$ cat src/rtl/alu_arbiter.sv
// Two-requester arbiter in front of a 4-bit ALU: grant in IDLE, compute in EXEC,
// hold the registered result in RESP until the consumer takes it.
module alu_arbiter #(
    parameter bit RR_EN = 1'b1
) (
    input  logic       clk,
    input  logic       rst,
    input  logic       req0,
    input  logic       req1,
    input  logic [3:0] a0,
    input  logic [3:0] a1,
    input  logic [3:0] b0,
    input  logic [3:0] b1,
    input  logic [3:0] op0,
    input  logic [3:0] op1,
    input  logic       rsp_ready,
    output logic       gnt0,
    output logic       gnt1,
    output logic [3:0] y,
    output logic       y_valid,
    output logic       y_id,
    output logic       dz
);

    typedef enum logic [1:0] {IDLE, EXEC, RESP} state_t;

    state_t     state_reg, state_next;
    logic       rr_reg;
    logic [3:0] a_reg, b_reg, op_reg;
    logic       id_reg;
    logic [3:0] y_reg;
    logic       y_id_reg, dz_reg;

    logic       grant_any;
    logic       win;
    logic [1:0] gnt_vec;
    logic [3:0] alu_y;
    logic       alu_dz;

    // Port 1 wins when it is alone, or on a tie when round-robin points at it.
    assign win       = req1 && (!req0 || (RR_EN && rr_reg));
    assign grant_any = (state_reg == IDLE) && !rst && (req0 || req1);

    generate
        for (genvar gi = 0; gi < 2; gi++) begin : g_gnt
            assign gnt_vec[gi] = grant_any && (win == gi[0]);
        end
    endgenerate

    assign gnt0    = gnt_vec[0];
    assign gnt1    = gnt_vec[1];
    assign y       = y_reg;
    assign y_id    = y_id_reg;
    assign dz      = dz_reg;
    assign y_valid = (state_reg == RESP);

    always_comb begin
        state_next = state_reg;
        case (state_reg)
            IDLE:    if (grant_any) state_next = EXEC;
            EXEC:    state_next = RESP;
            RESP:    if (rsp_ready) state_next = IDLE;
            default: state_next = IDLE;
        endcase
    end

    always_comb begin
        alu_y  = 4'h0;
        alu_dz = 1'b0;
        case (op_reg)
            4'h0: alu_y = a_reg + b_reg;
            4'h1: alu_y = a_reg - b_reg;
            4'h2: alu_y = a_reg * b_reg;
            4'h3: if (b_reg == 4'h0) alu_dz = 1'b1; else alu_y = a_reg / b_reg;
            4'h4: if (b_reg == 4'h0) alu_dz = 1'b1; else alu_y = a_reg % b_reg;
            4'h5: alu_y = a_reg & b_reg;
            4'h6: alu_y = a_reg | b_reg;
            4'h7: alu_y = a_reg ^ b_reg;
            4'h8: alu_y = ~a_reg;
            4'h9: alu_y = ~b_reg;
            4'hA: alu_y = ~(a_reg ^ b_reg);
            4'hB: alu_y = {3'b000, (a_reg != 4'h0) && (b_reg != 4'h0)};
            4'hC: alu_y = {3'b000, (a_reg != 4'h0) || (b_reg != 4'h0)};
            4'hD: alu_y = {3'b000, a_reg == b_reg};
            4'hE: alu_y = {3'b000, a_reg != b_reg};
            default: alu_y = 4'h0;
        endcase
    end

    always_ff @(posedge clk) begin
        if (rst) begin
            state_reg <= IDLE;
            rr_reg    <= 1'b0;
            a_reg     <= 4'h0;
            b_reg     <= 4'h0;
            op_reg    <= 4'h0;
            id_reg    <= 1'b0;
            y_reg     <= 4'h0;
            y_id_reg  <= 1'b0;
            dz_reg    <= 1'b0;
        end else begin
            state_reg <= state_next;
            if (grant_any) begin
                a_reg  <= win ? a1 : a0;
                b_reg  <= win ? b1 : b0;
                op_reg <= win ? op1 : op0;
                id_reg <= win;
                rr_reg <= ~win;
            end
            if (state_reg == EXEC) begin
                y_reg    <= alu_y;
                dz_reg   <= alu_dz;
                y_id_reg <= id_reg;
            end
        end
    end

endmodule

$ cat config.mk
export PLATFORM = sky130hd
export DESIGN_NAME = alu_arbiter
export DESIGN_NICKNAME = d
export VERILOG_FILES = /design/src/rtl/alu_arbiter.sv
export SDC_FILE = /design/constraint.sdc
export NUM_CORES = 1
export LEC_CHECK = 0
export BUFFER_PORTS_ARGS = -buffer_cell sky130_fd_sc_hd__buf_2
export CAP_MARGIN = 20
export CELL_PAD_IN_SITES_DETAIL_PLACEMENT = 0
export CELL_PAD_IN_SITES_GLOBAL_PLACEMENT = 2
export CORE_UTILIZATION = 30
export DETAILED_ROUTE_END_ITERATION = 7
export HOLD_SLACK_MARGIN = 0.15
export PLACE_DENSITY = 0.73
export SETUP_SLACK_MARGIN = 0.1
export SYNTH_ARGS = -nofsm -noshare
export SYNTH_HDL_FRONTEND = slang
export SYNTH_SLANG_ARGS = --single-unit
$ cat constraint.sdc
create_clock -name clk -period 10.2 [get_ports clk]
set_input_delay 2.04 -clock clk [delete_from_list [all_inputs] [get_ports clk]]
set_output_delay 2.04 -clock clk [all_outputs]
set_load 0.02 [all_outputs]
Word level (Yosys, flattened, before mapping). Index checks and enable logic that the tools add are counted.

Logic and storage cells: 70. Input bits: 29. Register bits: 22. Output and inout port bits: 9.

Bitwise gates (word level): 7. Divide/modulo/power cells: 2. Reduce and logical (&&, ||, !) cells: 18. Add/sub/neg operators: 2. Eq/ne operators: 20. $mul: 1. Multiplexer cells: 11.

Operators with widths (count): 4-bit case mux with 15 select lines (1); 4-bit equality test, second input constant (7); 4-bit 2-to-1 mux (5); 4-bit by 3-bit equality test with 1-bit output, second input constant (4); 4-bit NOT (3); 4-bit by 2-bit equality test with 1-bit output, second input constant (2); 4-bit logical NOT (2); 4-bit nonzero test (2); 1-bit logical AND (6); 2-bit case mux with 3 select lines (1); 4-bit adder (1); 4-bit AND (1); 4-bit by 4-bit divider with 4-bit output (1); 4-bit by 1-bit equality test with 1-bit output, second input constant (1); 4-bit equality test (1); 4-bit by 4-bit remainder unit with 4-bit output (1); 4-bit by 4-bit multiplier with 4-bit output (1); 2-bit 2-to-1 mux (2); 2-bit != test, second input constant (2); 4-bit != test (1); 4-bit bitwise OR (1); 4-bit subtractor (1); 4-bit bitwise XOR (1); 1-bit logical OR (3); 8 further kinds (10).

Longest topological paths before layout.
Depth in word-level cells: 5. Gate-level depth with buffers: 22. Gate-level depth less buffers: 22.

Worst setup path after synthesis. No wires, ideal clock.

Path type: in2out. From: input rst. To: output gnt0. Buffers on the path: 1. Arrival: 3.128 ns. Cell stages on the path: 4. Data required time: 8.160 ns. Slack: 5.032 ns. Cells stage by stage: or4_1 -> inv_2 -> buf_2 -> and2_1.

Longest elaborated chain between the ends: 4.

Ends and longest elaborated chain: start, declared (RTL line 7) `input logic rst,`; 1-bit logical NOT (RTL line 42) `assign grant_any = (state_reg == IDLE) && !rst && (req0 || req1);`; 1-bit logical AND (2 in a row) (RTL line 42); 1-bit logical AND (RTL line 46) `assign gnt_vec[gi] = grant_any && (win == gi[0]);`; end, declared (RTL line 17) `output logic gnt0,`.

Every way passes these cells.

Worst setup path in the final report. Same ends and word-level chain as after synthesis.

==> results.sh <==
export IMPL_outcome="finished clean"
export IMPL_synth_seq_cells=22
export IMPL_dpl_hpwl_um=5010
export IMPL_finalCriticalPeriod_ns=5.55
export IMPL_combinationalPowerShare=0.507
export IMPL_vias=2158
export IMPL_p_clk_frac=0.207
export IMPL_yosysSeqAreaShare=0.187
export IMPL_gr_total_overflow=0
export IMPL_p_switching_uw=167
export IMPL_fin_nets=378
export IMPL_total_power_uw=403
export IMPL_worstSkewPairLatency_ns=0.28
export IMPL_required_ns=8.16
export IMPL_antenna_found_initial=0
export IMPL_h_tree_depth=1
export IMPL_ys_warn_count=0
export IMPL_clockBufferDepth=2
export IMPL_path_buf_inv=3
export IMPL_synth_top_area_frac=0.187
export IMPL_syn_inst=289
export IMPL_dieHeight_um=90.7
export IMPL_synthMuxAreaShare=0.0817
export IMPL_grt_pass1_vias=2121
export IMPL_synth_simple_area_share=0.230
export IMPL_worstMarginPinSlew_ns=0.995
export IMPL_start_util=0.318
export IMPL_cts_hold_fix_buffers=0
export IMPL_clock_sinks=22
export IMPL_rows=31
export IMPL_critical_path_top_delay_family="simple AND/OR/NAND/NOR gates"
export IMPL_rsz0062_at_grt="false"
export IMPL_maxCapViolCount=0
export IMPL_syn_nets=349
export IMPL_grt_pass1_wl_um=10800
export IMPL_synth_top_family_by_area="simple AND/OR/NAND/NOR gates"
export IMPL_synthAdderAreaFrac=0.174
export IMPL_port_buffer_count=37
export IMPL_synth_xor_area_frac=0.0430
export IMPL_n_antenna_cell=0
export IMPL_clock_skew_final_ns=0.0150
export IMPL_synth_avg_cell_area_um2=8.16
export IMPL_wl_um=6330
export IMPL_max_slew_margin_rel=0.336
export IMPL_area_growth_pct=12.5
export IMPL_crit_top_cell="buf_2"
export IMPL_peakVddDrop_mv=0.0587
export IMPL_p_seq_frac=0.286
export IMPL_grt_max_degree=32
export IMPL_core_um2=7410
export IMPL_yosysTopAreaCell="dfxtp_1"
export IMPL_layout_common_cells="buf_2, nor2_1, ha_1"
export IMPL_synth_ff_type="dfxtp_1"
export IMPL_vias_per_cell=5.19
export IMPL_max_freq_mhz=180
export IMPL_fill_cells=802
export IMPL_timing_final_crit_share=0.544
export IMPL_leakagePower_uw=0.00120
export IMPL_stdcell_count=416
export IMPL_final_core_util=0.358
export IMPL_crit_slowest_cell="or4_1"
export IMPL_cts_tree="built"
export IMPL_p_per_area_nw_per_um2=152
export IMPL_dieArea_um2=8220
export IMPL_place_inst=412
export IMPL_drtIter0Drc=94
export IMPL_wl_per_cell_um=15.2
export IMPL_syn_area_um2=2360
export IMPL_p_sw_frac=0.414
export IMPL_end_kind="output port"
export IMPL_ant_nets=0
export IMPL_cts_setup_buffers=0
export IMPL_cts_made_buffers=3
export IMPL_firstDrtPassIters=4
export IMPL_hold_viol=0
export IMPL_gp_congestion=0.780
export IMPL_drc=0
export IMPL_synth_async_reset_ratio=0
export IMPL_ios=38
export IMPL_final_common_cell="buf_2"
export IMPL_drv_slew=0
export IMPL_drive_gt1_frac=0.180
export IMPL_ys_top_cells_by_area="dfxtp_1, ha_1, mux2i_1"
export IMPL_fin_setup_tns_ns=0
export IMPL_ctsResizeCount=0
export IMPL_path_cells="buf_2, or4_1, inv_2, and2_1, buf_2"
export IMPL_critPathMaxStageDelay_ns=0.57
export IMPL_p_int_uw=236
export IMPL_setup_viol=0
export IMPL_synth_compound_area_frac=0.216
export IMPL_hold_ws_ns=0.455
export IMPL_hp_class="flop to flop"
export IMPL_root_buffer="clkbuf_8"
export IMPL_crit_path_start_kind="primary input"
export IMPL_synth_cell_types=63
export IMPL_worst_ep_arrival_time_ns=3.51
export IMPL_grt_usage=0.161
export IMPL_cp_max_fo=27
export IMPL_die_w_um=90.7
export IMPL_path_clk_slew_ns=0.09
export IMPL_path_class="primary input to output port"
export IMPL_synth_edf_count=0
metal layers:
layer	track usage	vias up	part of all wire
met4	0.0444	0	0.021
met5	0	-	0
met1	0.221	986	0.49
met2	0.262	59	0.45
li1	-	1105	-
met3	0.0219	8	0.038
worst reg2reg max path, delay by kind of cell, from the launching register on:
kind / cells / cell delay (ns)
compound gates: 9 / 1.86
fa+ha+maj: 4 / 1.10
buf+inv: 1 / 0.24
flops: 1 / 0.46
mux: 1 / 0.27
simple gates: 3 / 1.05
metrics by stage:
step	setup slack, ns	instance area (µm²)
2_1_floorplan	5.03	2360
3_3_place_gp	4.64	2580
3_5_place_dp	4.64	2580
4_1_cts	4.63	2650
5_1_grt	4.52	2650
6_report	4.65	2650
worst paths after layout:
path              startpoint  endpoint  slack [ns]  cells after the start
setup / recovery         rst      gnt0        4.65                      5
hold / removal          y_id      y_id        0.45                      2
setup reg to reg    b_reg[0]      y[1]        5.12                     18
hold reg to reg         y_id      y_id        0.45                      2
area by class of cell:
class | instances | area (µm²) | area share
inverters | 18 | 67.6 | 0.0255
multi-input cells | 235 | 1760 | 0.662
clock inverters | 1 | 30.0 | 0.0113
repair buffers | 38 | 193 | 0.0726
flip-flops and latches | 22 | 440 | 0.166
clock buffers | 3 | 41.3 | 0.0156
well taps | 99 | 124 | 0.0467
cells in the mapped netlist (all sizes together) (3+ instances only):
library cell	number
a211oi	14
a21o	3
a21oi	15
a31oi	8
and2	3
buf	12
dfxtp	22
fa	3
ha	28
inv	17
mux2i	17
nand2	22
nand2b	8
nand3	4
nand4	4
nor2	30
nor2b	4
nor3	11
nor4	5
o21a	3
o21ai	14
o221ai	3
xnor2	5
xor2	4
power groups by stage:
stage	logic (µW)	registers, µW	clock network (µW)
after floorplan	168	107	0
after global placement	206	117	0
after detailed placement	206	117	0
after CTS	207	115	85.9
after global routing	231	117	89.4
final	204	115	83.6
cell families after synthesis:
group | Yosys count
mux | 19
xor+xnor | 10
simple gates | 102
flops | 22
compound gates | 73
fa+ha+maj | 31
buf+inv | 32
Power figures use the tool's default switching activity.
